## src/rtl/dma_csr_tl_if.sv

```systemverilog
// TileLink-UL CSR port (A request / D response channels) for the DMA CSR block.
interface dma_csr_tl_if #(
    parameter int TL_AW = 32
);
    logic [2:0]       csr_a_opcode;
    logic [2:0]       csr_a_param;
    logic [3:0]       csr_a_size;
    logic [TL_AW-1:0] csr_a_address;
    logic [3:0]       csr_a_mask;
    logic [31:0]      csr_a_data;
    logic             csr_a_corrupt;
    logic             csr_a_valid;
    logic             csr_a_ready;

    logic [2:0]       csr_d_opcode;
    logic [1:0]       csr_d_param;
    logic [3:0]       csr_d_size;
    logic             csr_d_denied;
    logic [31:0]      csr_d_data;
    logic             csr_d_corrupt;
    logic             csr_d_valid;
    logic             csr_d_ready;

    modport master (
        output csr_a_opcode, csr_a_param, csr_a_size, csr_a_address, csr_a_mask,
               csr_a_data, csr_a_corrupt, csr_a_valid, csr_d_ready,
        input  csr_a_ready, csr_d_opcode, csr_d_param, csr_d_size, csr_d_denied,
               csr_d_data, csr_d_corrupt, csr_d_valid
    );
    modport slave (
        input  csr_a_opcode, csr_a_param, csr_a_size, csr_a_address, csr_a_mask,
               csr_a_data, csr_a_corrupt, csr_a_valid, csr_d_ready,
        output csr_a_ready, csr_d_opcode, csr_d_param, csr_d_size, csr_d_denied,
               csr_d_data, csr_d_corrupt, csr_d_valid
    );
endinterface

```

## src/rtl/dma_csr_tl.sv

```systemverilog
// DMA control/status registers behind a TileLink-UL slave port.
// Interrupt logic is built only when DMA_CSR_IRQ_EN is defined.
module dma_csr_tl #(
    parameter int TL_AW = 32
) (
    input  logic             dmac_clock_i,
    input  logic             dmac_reset_ni,
    dma_csr_tl_if.slave      csr,
    output logic             dmac_tx_o,
    output logic [TL_AW-1:0] dmac_source_address_o,
    output logic [TL_AW-1:0] dmac_dest_address_o,
    output logic [TL_AW-1:0] dmac_bytes_tx_o,
    output logic             dmac_stationary_rd_o,
    output logic             dmac_stationary_wr_o,
    input  logic             dmac_busy_i,
    input  logic             dmac_done_i,
    input  logic             dmac_err_i,
    output logic             dmac_irq_o
);
    localparam logic [2:0] OP_PUT_FULL = 3'd0, OP_PUT_PART = 3'd1, OP_GET = 3'd4;
    localparam logic [2:0] D_ACK = 3'd0, D_ACK_DATA = 3'd1;
    localparam logic [2:0] R_CTRL = 3'd0, R_STATUS = 3'd1, R_SRC = 3'd2, R_DST = 3'd3, R_LEN = 3'd4;

    logic [TL_AW-1:0] src_q, dst_q, len_q;
    logic             stat_rd_q, stat_wr_q, done_q, err_q, busy_q, tx_q, irq_en;
    logic             d_valid_q, d_denied_q;
    logic [2:0]       d_opcode_q;
    logic [3:0]       d_size_q;
    logic [31:0]      d_data_q;

    logic [2:0]  sel;
    logic        a_fire, is_get, is_put, denied, wr, start, complete;
    logic        w1c_done, w1c_err, done_d, err_d;
    logic [31:0] rdata;

    function automatic logic [31:0] bmerge(input logic [31:0] old, input logic [31:0] wd,
                                           input logic [3:0] be);
        logic [31:0] r;
        r = old;
        for (int i = 0; i < 4; i++) if (be[i]) r[8*i +: 8] = wd[8*i +: 8];
        return r;
    endfunction

    assign sel              = csr.csr_a_address[4:2];
    assign csr.csr_a_ready  = dmac_reset_ni & (~d_valid_q | csr.csr_d_ready);
    assign a_fire           = csr.csr_a_valid & csr.csr_a_ready;
    assign is_get           = csr.csr_a_opcode == OP_GET;
    assign is_put           = csr.csr_a_opcode == OP_PUT_FULL || csr.csr_a_opcode == OP_PUT_PART;

    // Core-facing registers are frozen while a transfer runs; STATUS stays writable for W1C.
    assign denied = ~(is_get | is_put) | (csr.csr_a_size > 4'd2) | (sel > R_LEN)
                  | (is_put & (sel != R_STATUS) & dmac_busy_i);
    assign wr       = a_fire & is_put & ~denied;
    assign start    = wr & (sel == R_CTRL) & csr.csr_a_mask[0] & csr.csr_a_data[0] & ~dmac_busy_i;
    assign w1c_done = wr & (sel == R_STATUS) & csr.csr_a_mask[0] & csr.csr_a_data[1];
    assign w1c_err  = wr & (sel == R_STATUS) & csr.csr_a_mask[0] & csr.csr_a_data[2];
    // A START issued before busy rises cannot fire this: it needs an observed busy=1.
    assign complete = busy_q & ~dmac_busy_i;

    always_comb begin
        done_d = done_q;
        err_d  = err_q;
        if (start || w1c_done) done_d = 1'b0;
        if (start || w1c_err)  err_d  = 1'b0;
        if (complete) begin
            done_d = 1'b1;
            err_d  = dmac_err_i;
        end
    end

    always_comb begin
        rdata = '0;
        if (is_get && !denied) begin
            case (sel)
                R_CTRL:   rdata = {28'd0, irq_en, stat_wr_q, stat_rd_q, 1'b0};
                R_STATUS: rdata = {29'd0, err_q, done_q, dmac_busy_i};
                R_SRC:    rdata = 32'(src_q);
                R_DST:    rdata = 32'(dst_q);
                R_LEN:    rdata = 32'(len_q);
                default:  rdata = '0;
            endcase
        end
    end

    always_ff @(posedge dmac_clock_i or negedge dmac_reset_ni) begin
        if (!dmac_reset_ni) begin
            src_q     <= '0;
            dst_q     <= '0;
            len_q     <= '0;
            stat_rd_q <= 1'b0;
            stat_wr_q <= 1'b0;
            done_q    <= 1'b0;
            err_q     <= 1'b0;
            busy_q    <= 1'b0;
            tx_q      <= 1'b0;
        end else begin
            tx_q   <= start;
            busy_q <= dmac_busy_i;
            done_q <= done_d;
            err_q  <= err_d;
            if (wr && sel == R_SRC) src_q <= TL_AW'(bmerge(32'(src_q), csr.csr_a_data, csr.csr_a_mask));
            if (wr && sel == R_DST) dst_q <= TL_AW'(bmerge(32'(dst_q), csr.csr_a_data, csr.csr_a_mask));
            if (wr && sel == R_LEN) len_q <= TL_AW'(bmerge(32'(len_q), csr.csr_a_data, csr.csr_a_mask));
            if (wr && sel == R_CTRL && csr.csr_a_mask[0]) begin
                stat_rd_q <= csr.csr_a_data[1];
                stat_wr_q <= csr.csr_a_data[2];
            end
        end
    end

    always_ff @(posedge dmac_clock_i or negedge dmac_reset_ni) begin
        if (!dmac_reset_ni) begin
            d_valid_q  <= 1'b0;
            d_denied_q <= 1'b0;
            d_opcode_q <= D_ACK;
            d_size_q   <= '0;
            d_data_q   <= '0;
        end else if (a_fire) begin
            d_valid_q  <= 1'b1;
            d_denied_q <= denied;
            d_opcode_q <= is_get ? D_ACK_DATA : D_ACK;
            d_size_q   <= csr.csr_a_size;
            d_data_q   <= rdata;
        end else if (csr.csr_d_ready) begin
            d_valid_q  <= 1'b0;
        end
    end

`ifdef DMA_CSR_IRQ_EN
    logic irq_en_q, irq_q;
    assign irq_en = irq_en_q;
    always_ff @(posedge dmac_clock_i or negedge dmac_reset_ni) begin
        if (!dmac_reset_ni) begin
            irq_en_q <= 1'b0;
            irq_q    <= 1'b0;
        end else begin
            if (wr && sel == R_CTRL && csr.csr_a_mask[0]) irq_en_q <= csr.csr_a_data[3];
            irq_q <= irq_en_q & (done_q | err_q);
        end
    end
    assign dmac_irq_o = irq_q;
`else
    assign irq_en     = 1'b0;
    assign dmac_irq_o = 1'b0;
`endif

    assign csr.csr_d_valid   = d_valid_q;
    assign csr.csr_d_opcode  = d_opcode_q;
    assign csr.csr_d_param   = 2'd0;
    assign csr.csr_d_size    = d_size_q;
    assign csr.csr_d_denied  = d_denied_q;
    assign csr.csr_d_data    = d_data_q;
    assign csr.csr_d_corrupt = 1'b0;

    assign dmac_tx_o             = tx_q;
    assign dmac_source_address_o = src_q;
    assign dmac_dest_address_o   = dst_q;
    assign dmac_bytes_tx_o       = len_q;
    assign dmac_stationary_rd_o  = stat_rd_q;
    assign dmac_stationary_wr_o  = stat_wr_q;

    logic unused_ok;
    assign unused_ok = ^{dmac_done_i, csr.csr_a_param, csr.csr_a_corrupt, csr.csr_a_address};
endmodule

```

## src/flat_wrapper.sv

```systemverilog
// flat-port wrapper written by rule: the top's interface ports become plain ports
module dma_csr_tl_flat 
#(
    parameter int TL_AW = 32
)
  (dmac_clock_i, dmac_reset_ni, dmac_tx_o, dmac_source_address_o, dmac_dest_address_o, dmac_bytes_tx_o, dmac_stationary_rd_o, dmac_stationary_wr_o, dmac_busy_i, dmac_done_i, dmac_err_i, dmac_irq_o, csr_csr_a_opcode, csr_csr_a_param, csr_csr_a_size, csr_csr_a_address, csr_csr_a_mask, csr_csr_a_data, csr_csr_a_corrupt, csr_csr_a_valid, csr_csr_d_ready, csr_csr_a_ready, csr_csr_d_opcode, csr_csr_d_param, csr_csr_d_size, csr_csr_d_denied, csr_csr_d_data, csr_csr_d_corrupt, csr_csr_d_valid);
  dma_csr_tl_if #(.TL_AW(TL_AW)) csr_i ();
  input  logic dmac_clock_i;
  input  logic dmac_reset_ni;
  output logic dmac_tx_o;
  output logic [TL_AW-1:0] dmac_source_address_o;
  output logic [TL_AW-1:0] dmac_dest_address_o;
  output logic [TL_AW-1:0] dmac_bytes_tx_o;
  output logic dmac_stationary_rd_o;
  output logic dmac_stationary_wr_o;
  input  logic dmac_busy_i;
  input  logic dmac_done_i;
  input  logic dmac_err_i;
  output logic dmac_irq_o;
  input wire logic [$bits(csr_i.csr_a_opcode)-1:0] csr_csr_a_opcode;
  input wire logic [$bits(csr_i.csr_a_param)-1:0] csr_csr_a_param;
  input wire logic [$bits(csr_i.csr_a_size)-1:0] csr_csr_a_size;
  input wire logic [$bits(csr_i.csr_a_address)-1:0] csr_csr_a_address;
  input wire logic [$bits(csr_i.csr_a_mask)-1:0] csr_csr_a_mask;
  input wire logic [$bits(csr_i.csr_a_data)-1:0] csr_csr_a_data;
  input wire logic [$bits(csr_i.csr_a_corrupt)-1:0] csr_csr_a_corrupt;
  input wire logic [$bits(csr_i.csr_a_valid)-1:0] csr_csr_a_valid;
  input wire logic [$bits(csr_i.csr_d_ready)-1:0] csr_csr_d_ready;
  output wire logic [$bits(csr_i.csr_a_ready)-1:0] csr_csr_a_ready;
  output wire logic [$bits(csr_i.csr_d_opcode)-1:0] csr_csr_d_opcode;
  output wire logic [$bits(csr_i.csr_d_param)-1:0] csr_csr_d_param;
  output wire logic [$bits(csr_i.csr_d_size)-1:0] csr_csr_d_size;
  output wire logic [$bits(csr_i.csr_d_denied)-1:0] csr_csr_d_denied;
  output wire logic [$bits(csr_i.csr_d_data)-1:0] csr_csr_d_data;
  output wire logic [$bits(csr_i.csr_d_corrupt)-1:0] csr_csr_d_corrupt;
  output wire logic [$bits(csr_i.csr_d_valid)-1:0] csr_csr_d_valid;
  assign csr_i.csr_a_opcode = csr_csr_a_opcode;
  assign csr_i.csr_a_param = csr_csr_a_param;
  assign csr_i.csr_a_size = csr_csr_a_size;
  assign csr_i.csr_a_address = csr_csr_a_address;
  assign csr_i.csr_a_mask = csr_csr_a_mask;
  assign csr_i.csr_a_data = csr_csr_a_data;
  assign csr_i.csr_a_corrupt = csr_csr_a_corrupt;
  assign csr_i.csr_a_valid = csr_csr_a_valid;
  assign csr_i.csr_d_ready = csr_csr_d_ready;
  assign csr_csr_a_ready = csr_i.csr_a_ready;
  assign csr_csr_d_opcode = csr_i.csr_d_opcode;
  assign csr_csr_d_param = csr_i.csr_d_param;
  assign csr_csr_d_size = csr_i.csr_d_size;
  assign csr_csr_d_denied = csr_i.csr_d_denied;
  assign csr_csr_d_data = csr_i.csr_d_data;
  assign csr_csr_d_corrupt = csr_i.csr_d_corrupt;
  assign csr_csr_d_valid = csr_i.csr_d_valid;
  dma_csr_tl #(.TL_AW(TL_AW)) u_core (.dmac_clock_i(dmac_clock_i), .dmac_reset_ni(dmac_reset_ni), .csr(csr_i), .dmac_tx_o(dmac_tx_o), .dmac_source_address_o(dmac_source_address_o), .dmac_dest_address_o(dmac_dest_address_o), .dmac_bytes_tx_o(dmac_bytes_tx_o), .dmac_stationary_rd_o(dmac_stationary_rd_o), .dmac_stationary_wr_o(dmac_stationary_wr_o), .dmac_busy_i(dmac_busy_i), .dmac_done_i(dmac_done_i), .dmac_err_i(dmac_err_i), .dmac_irq_o(dmac_irq_o));
endmodule
```

## config.mk

```make
export PLATFORM = sky130hd
export DESIGN_NAME = dma_csr_tl_flat
export DESIGN_NICKNAME = d
export VERILOG_FILES = /design/src/rtl/dma_csr_tl_if.sv /design/src/rtl/dma_csr_tl.sv /design/src/flat_wrapper.sv
export SDC_FILE = /design/constraint.sdc
export NUM_CORES = 1
export LEC_CHECK = 0
export ABC_CLOCK_PERIOD_IN_PS = 2800
export CELL_PAD_IN_SITES_DETAIL_PLACEMENT = 0
export CELL_PAD_IN_SITES_GLOBAL_PLACEMENT = 1
export CORE_MARGIN = 4
export CORE_UTILIZATION = 49
export DETAILED_ROUTE_END_ITERATION = 8
export DONT_BUFFER_PORTS = 1
export GPL_TIMING_DRIVEN = 0
export PLACE_DENSITY = 0.85
export SLEW_MARGIN = 40
export SYNTH_ARGS = -nofsm -noshare
export SYNTH_HDL_FRONTEND = slang
export SYNTH_SLANG_ARGS = --single-unit
export TNS_END_PERCENT = 5
```

## constraint.sdc

```tcl
create_clock -name dmac_clock_i -period 2.8 [get_ports dmac_clock_i]
set_clock_uncertainty 0.05 [all_clocks]
set_input_delay 0.56 -clock dmac_clock_i [delete_from_list [all_inputs] [get_ports dmac_clock_i]]
set_output_delay 0.56 -clock dmac_clock_i [all_outputs]
set_load 0.05 [all_outputs]
```

==> results.cfg <==
[sta]
fin_hold_ws_ns = -0.209
setup_violations = 0
setup_slack_ns = 0.113
fmax_mhz = 372
final-hold-violation-count = 141
min_period_ns = 2.69
period_share_pct = 96.0
relSlewSlack_pct = 44.7
tightest_slew_ns = 0.823
rsz0062_at_grt = false
finalMaxSlewViolations = 0

[placed_design]
dpl_worst_slack_ns = 0.0678
gp_congestion = 0.809
hpwl_um = 12000
port_buffers = 0
post-place-cells = 682
dpl-instance-area_um2 = 6790

[synthesis]
synth_area_um2 = 6520
yosys_most_used_dff = dfrtp_1
avgSynthCellArea_um2 = 13.0
yosysWarnings = 0
yosys.area_share.simple_pct = 11.0
synth-edff-count = 0
synth_mux_area_share_pct = 25.7
synth_compound_area_share_pct = 6.64
yosysSeqAreaShare_pct = 54.1
ys_seq_elements = 141
synth_xor_area_share_pct = 0
ys_types = 41
ys_async_sr_fraction_pct = 100
synth_fa_ha_area_share_pct = 0
syn_inst = 500
synthTopCellsByArea = dfrtp_1, mux2_4, mux2_1
synth_top_area_share_pct = 54.1
yosysTopAreaCell = dfrtp_1
synth_top_family_by_area = multiplexers

[clock_tree]
clockRootBuffer = clkbuf_16
clk_pin_slew_ns = 0.06
numCtsBuffers = 17
cts_num_sinks = 141
h-tree-depth = 4
clock_latency_ns = 0.42
postCtsSetupBuffers = 0
clk_path_buf_depth = 2
cts_tree = built

[cells_and_area]
final_core_util_pct = 58.4
stdcell_count = 715
drive_above_1_share_pct = 21.0
antenna_cells = 0
layout_common_cells = dfrtp_1, mux2_1, mux2_4, nand2_1, nor2_1
nets = 616
final_common_cell = dfrtp_1
fin_area_um2 = 7480
num-fill-cells = 1031
syn_to_final_growth_pct = 14.8

[setup_path]
r2r-end = u_core.dmac_dest_address_o[25]$_DFFE_PN0P_
timing.rr.start = u_core.csr.csr_d_valid$_DFFE_PN0P_
regToRegSetupSlack_ns = 0.11
worstSetupStartpointType = flop
critPathLaunch = u_core.csr.csr_d_valid$_DFFE_PN0P_
path_class = flop to flop
crit_path_end = u_core.dmac_dest_address_o[25]$_DFFE_PN0P_
reg2reg_depth = 7
cp_data_arrival_time_ns = 2.94
critPathCaptureType = flop
crit_fanout = 10
cp.required_ns = 3.05

[grt]
antenna_found_initial = 0
grt_pass1_vias = 4502
globalRouteTotalUtil_pct = 23.3
grt_max_degree = 145
gr-total-overflow = 0
grt_pass1_wl_um = 26400

[flow_run]
maxCapViolations = 0

[drt]
via_per_inst = 5.77
drc = 0
detail_route.first_pass.iterations = 4
antenna_left = 0
avgRoutedWirePerCell_um = 23.9
vias = 4124
routed_wl_um = 17100
drt_iter0_drc = 267

[floorplanning]
start_util_pct = 50.8
die_x_um = 123
dieArea_um2 = 15200
rows = 41
dieHeight_um = 123
io_pins = 231
core_um2 = 12800

[power_and_ir_drop]
sequentialPowerShare_pct = 43.8
powerDensity_nw_per_um2 = 659
power.share.clock_pct = 52.6
p_leak_nw = 3.58
switching_power_mw = 1.07
total_power_mw = 4.93
combPwrFrac_pct = 3.6
vdd_drop_max_mv = 0.406
swShare_pct = 21.7
power.internal_mw = 3.86

[hold_path]
hold_class = primary input to asynchronous set/reset pin

[status]
status = finished, violations left
failed_checks = hold timing
-- power groups by stage --
| stage | clock network, mW | registers, mW | logic [mW] |
|---|---|---|---|
| after floorplan | 0 | 2.19 | 0.144 |
| after global placement | 0 | 2.20 | 0.176 |
| after detailed placement | 0 | 2.20 | 0.179 |
| after CTS | 2.64 | 2.16 | 0.179 |
| after global routing | 2.73 | 2.16 | 0.194 |
| final | 2.59 | 2.16 | 0.178 |
-- critical path: stages, from the launching register on --
cell      delay [ns]
dfrtp_1         0.57
nand2b_1        0.27
nand4_1         0.13
buf_6           0.20
buf_6           0.17
nor4_4          0.57
buf_4           0.28
mux2_4          0.31
-- sequential cells by signal, summed over array words and instances, names as in the netlist, 4 cells and up --
register / cells
u_core.csr.csr_d_size: 4
u_core.dmac_dest_address_o: 32
u_core.dmac_source_address_o: 32
u_core.csr.csr_d_data: 32
u_core.dmac_bytes_tx_o: 32
-- cells by family after synthesis --
group	Yosys count
other cells	1
buf+inv	30
simple gates	115
mux	136
flops	141
compound gates	77
-- Yosys cell counts, types with 3 or more instances --
library cell and instances:
buf_6 3, a21oi_1 33, mux2_1 58, mux2_4 48
clkbuf_1 17, o21ai_1 31, buf_4 7, nor4_4 8
nor2b_1 3, nand2b_1 4, nor2_1 34, nand2_1 42
nor3_1 4, mux2i_1 30, nand3_1 5, nor3b_1 3
dfrtp_1 141
-- per-stage QoR --
step           hold WS, ns  setup TNS (ns)
2_1_floorplan        0.214               0
3_3_place_gp         0.220         -0.0272
3_5_place_dp         0.219               0
4_1_cts             -0.235               0
5_1_grt             -0.237               0
6_report            -0.209               0
-- final cells by class --
cell class / count / area (um^2) / share of cell area [%]
buffer: 29 / 163 / 2.17
clock buffer: 21 / 470 / 6.29
clock inverter: 11 / 211 / 2.83
inverter: 1 / 3.75 / 0.0502
multi-input combinational: 334 / 2850 / 38.0
sequential: 141 / 3530 / 47.1
tap: 172 / 215 / 2.88
timing repair buffer: 6 / 45.0 / 0.602
-- timing repair --
item / 4_1_cts / 5_1_grt
endpoints found under the setup margin: 0 / 10
hold endpoints to repair: 141 / 141
resized for setup: 0 / 2
-- routing by layer --
metal	vias to the layer above	wire length [um]	global-route usage, %
met5	-	0	0
met4	0	286	9.27
met3	21	1750	9.24
met2	179	8510	37.8
met1	2086	6550	27.9
li1	1838	-	-
-- how the worst min path moves through the flow --
stage,startpoint,endpoint,slack (ns),cells after the start
floorplan,dmac_reset_ni,u_core.busy_q$_DFF_PN0_,0.21,0
global placement,dmac_reset_ni,u_core.dmac_bytes_tx_o[0]$_DFFE_PN0P_,0.22,0
detailed placement,dmac_reset_ni,u_core.dmac_dest_address_o[1]$_DFFE_PN0P_,0.22,0
CTS,dmac_reset_ni,u_core.busy_q$_DFF_PN0_,-0.24,0
global route,dmac_reset_ni,u_core.dmac_bytes_tx_o[0]$_DFFE_PN0P_,-0.24,0
finish,dmac_reset_ni,u_core.dmac_dest_address_o[1]$_DFFE_PN0P_,-0.21,0
No activity file was read; power rests on OpenSTA's default activity.
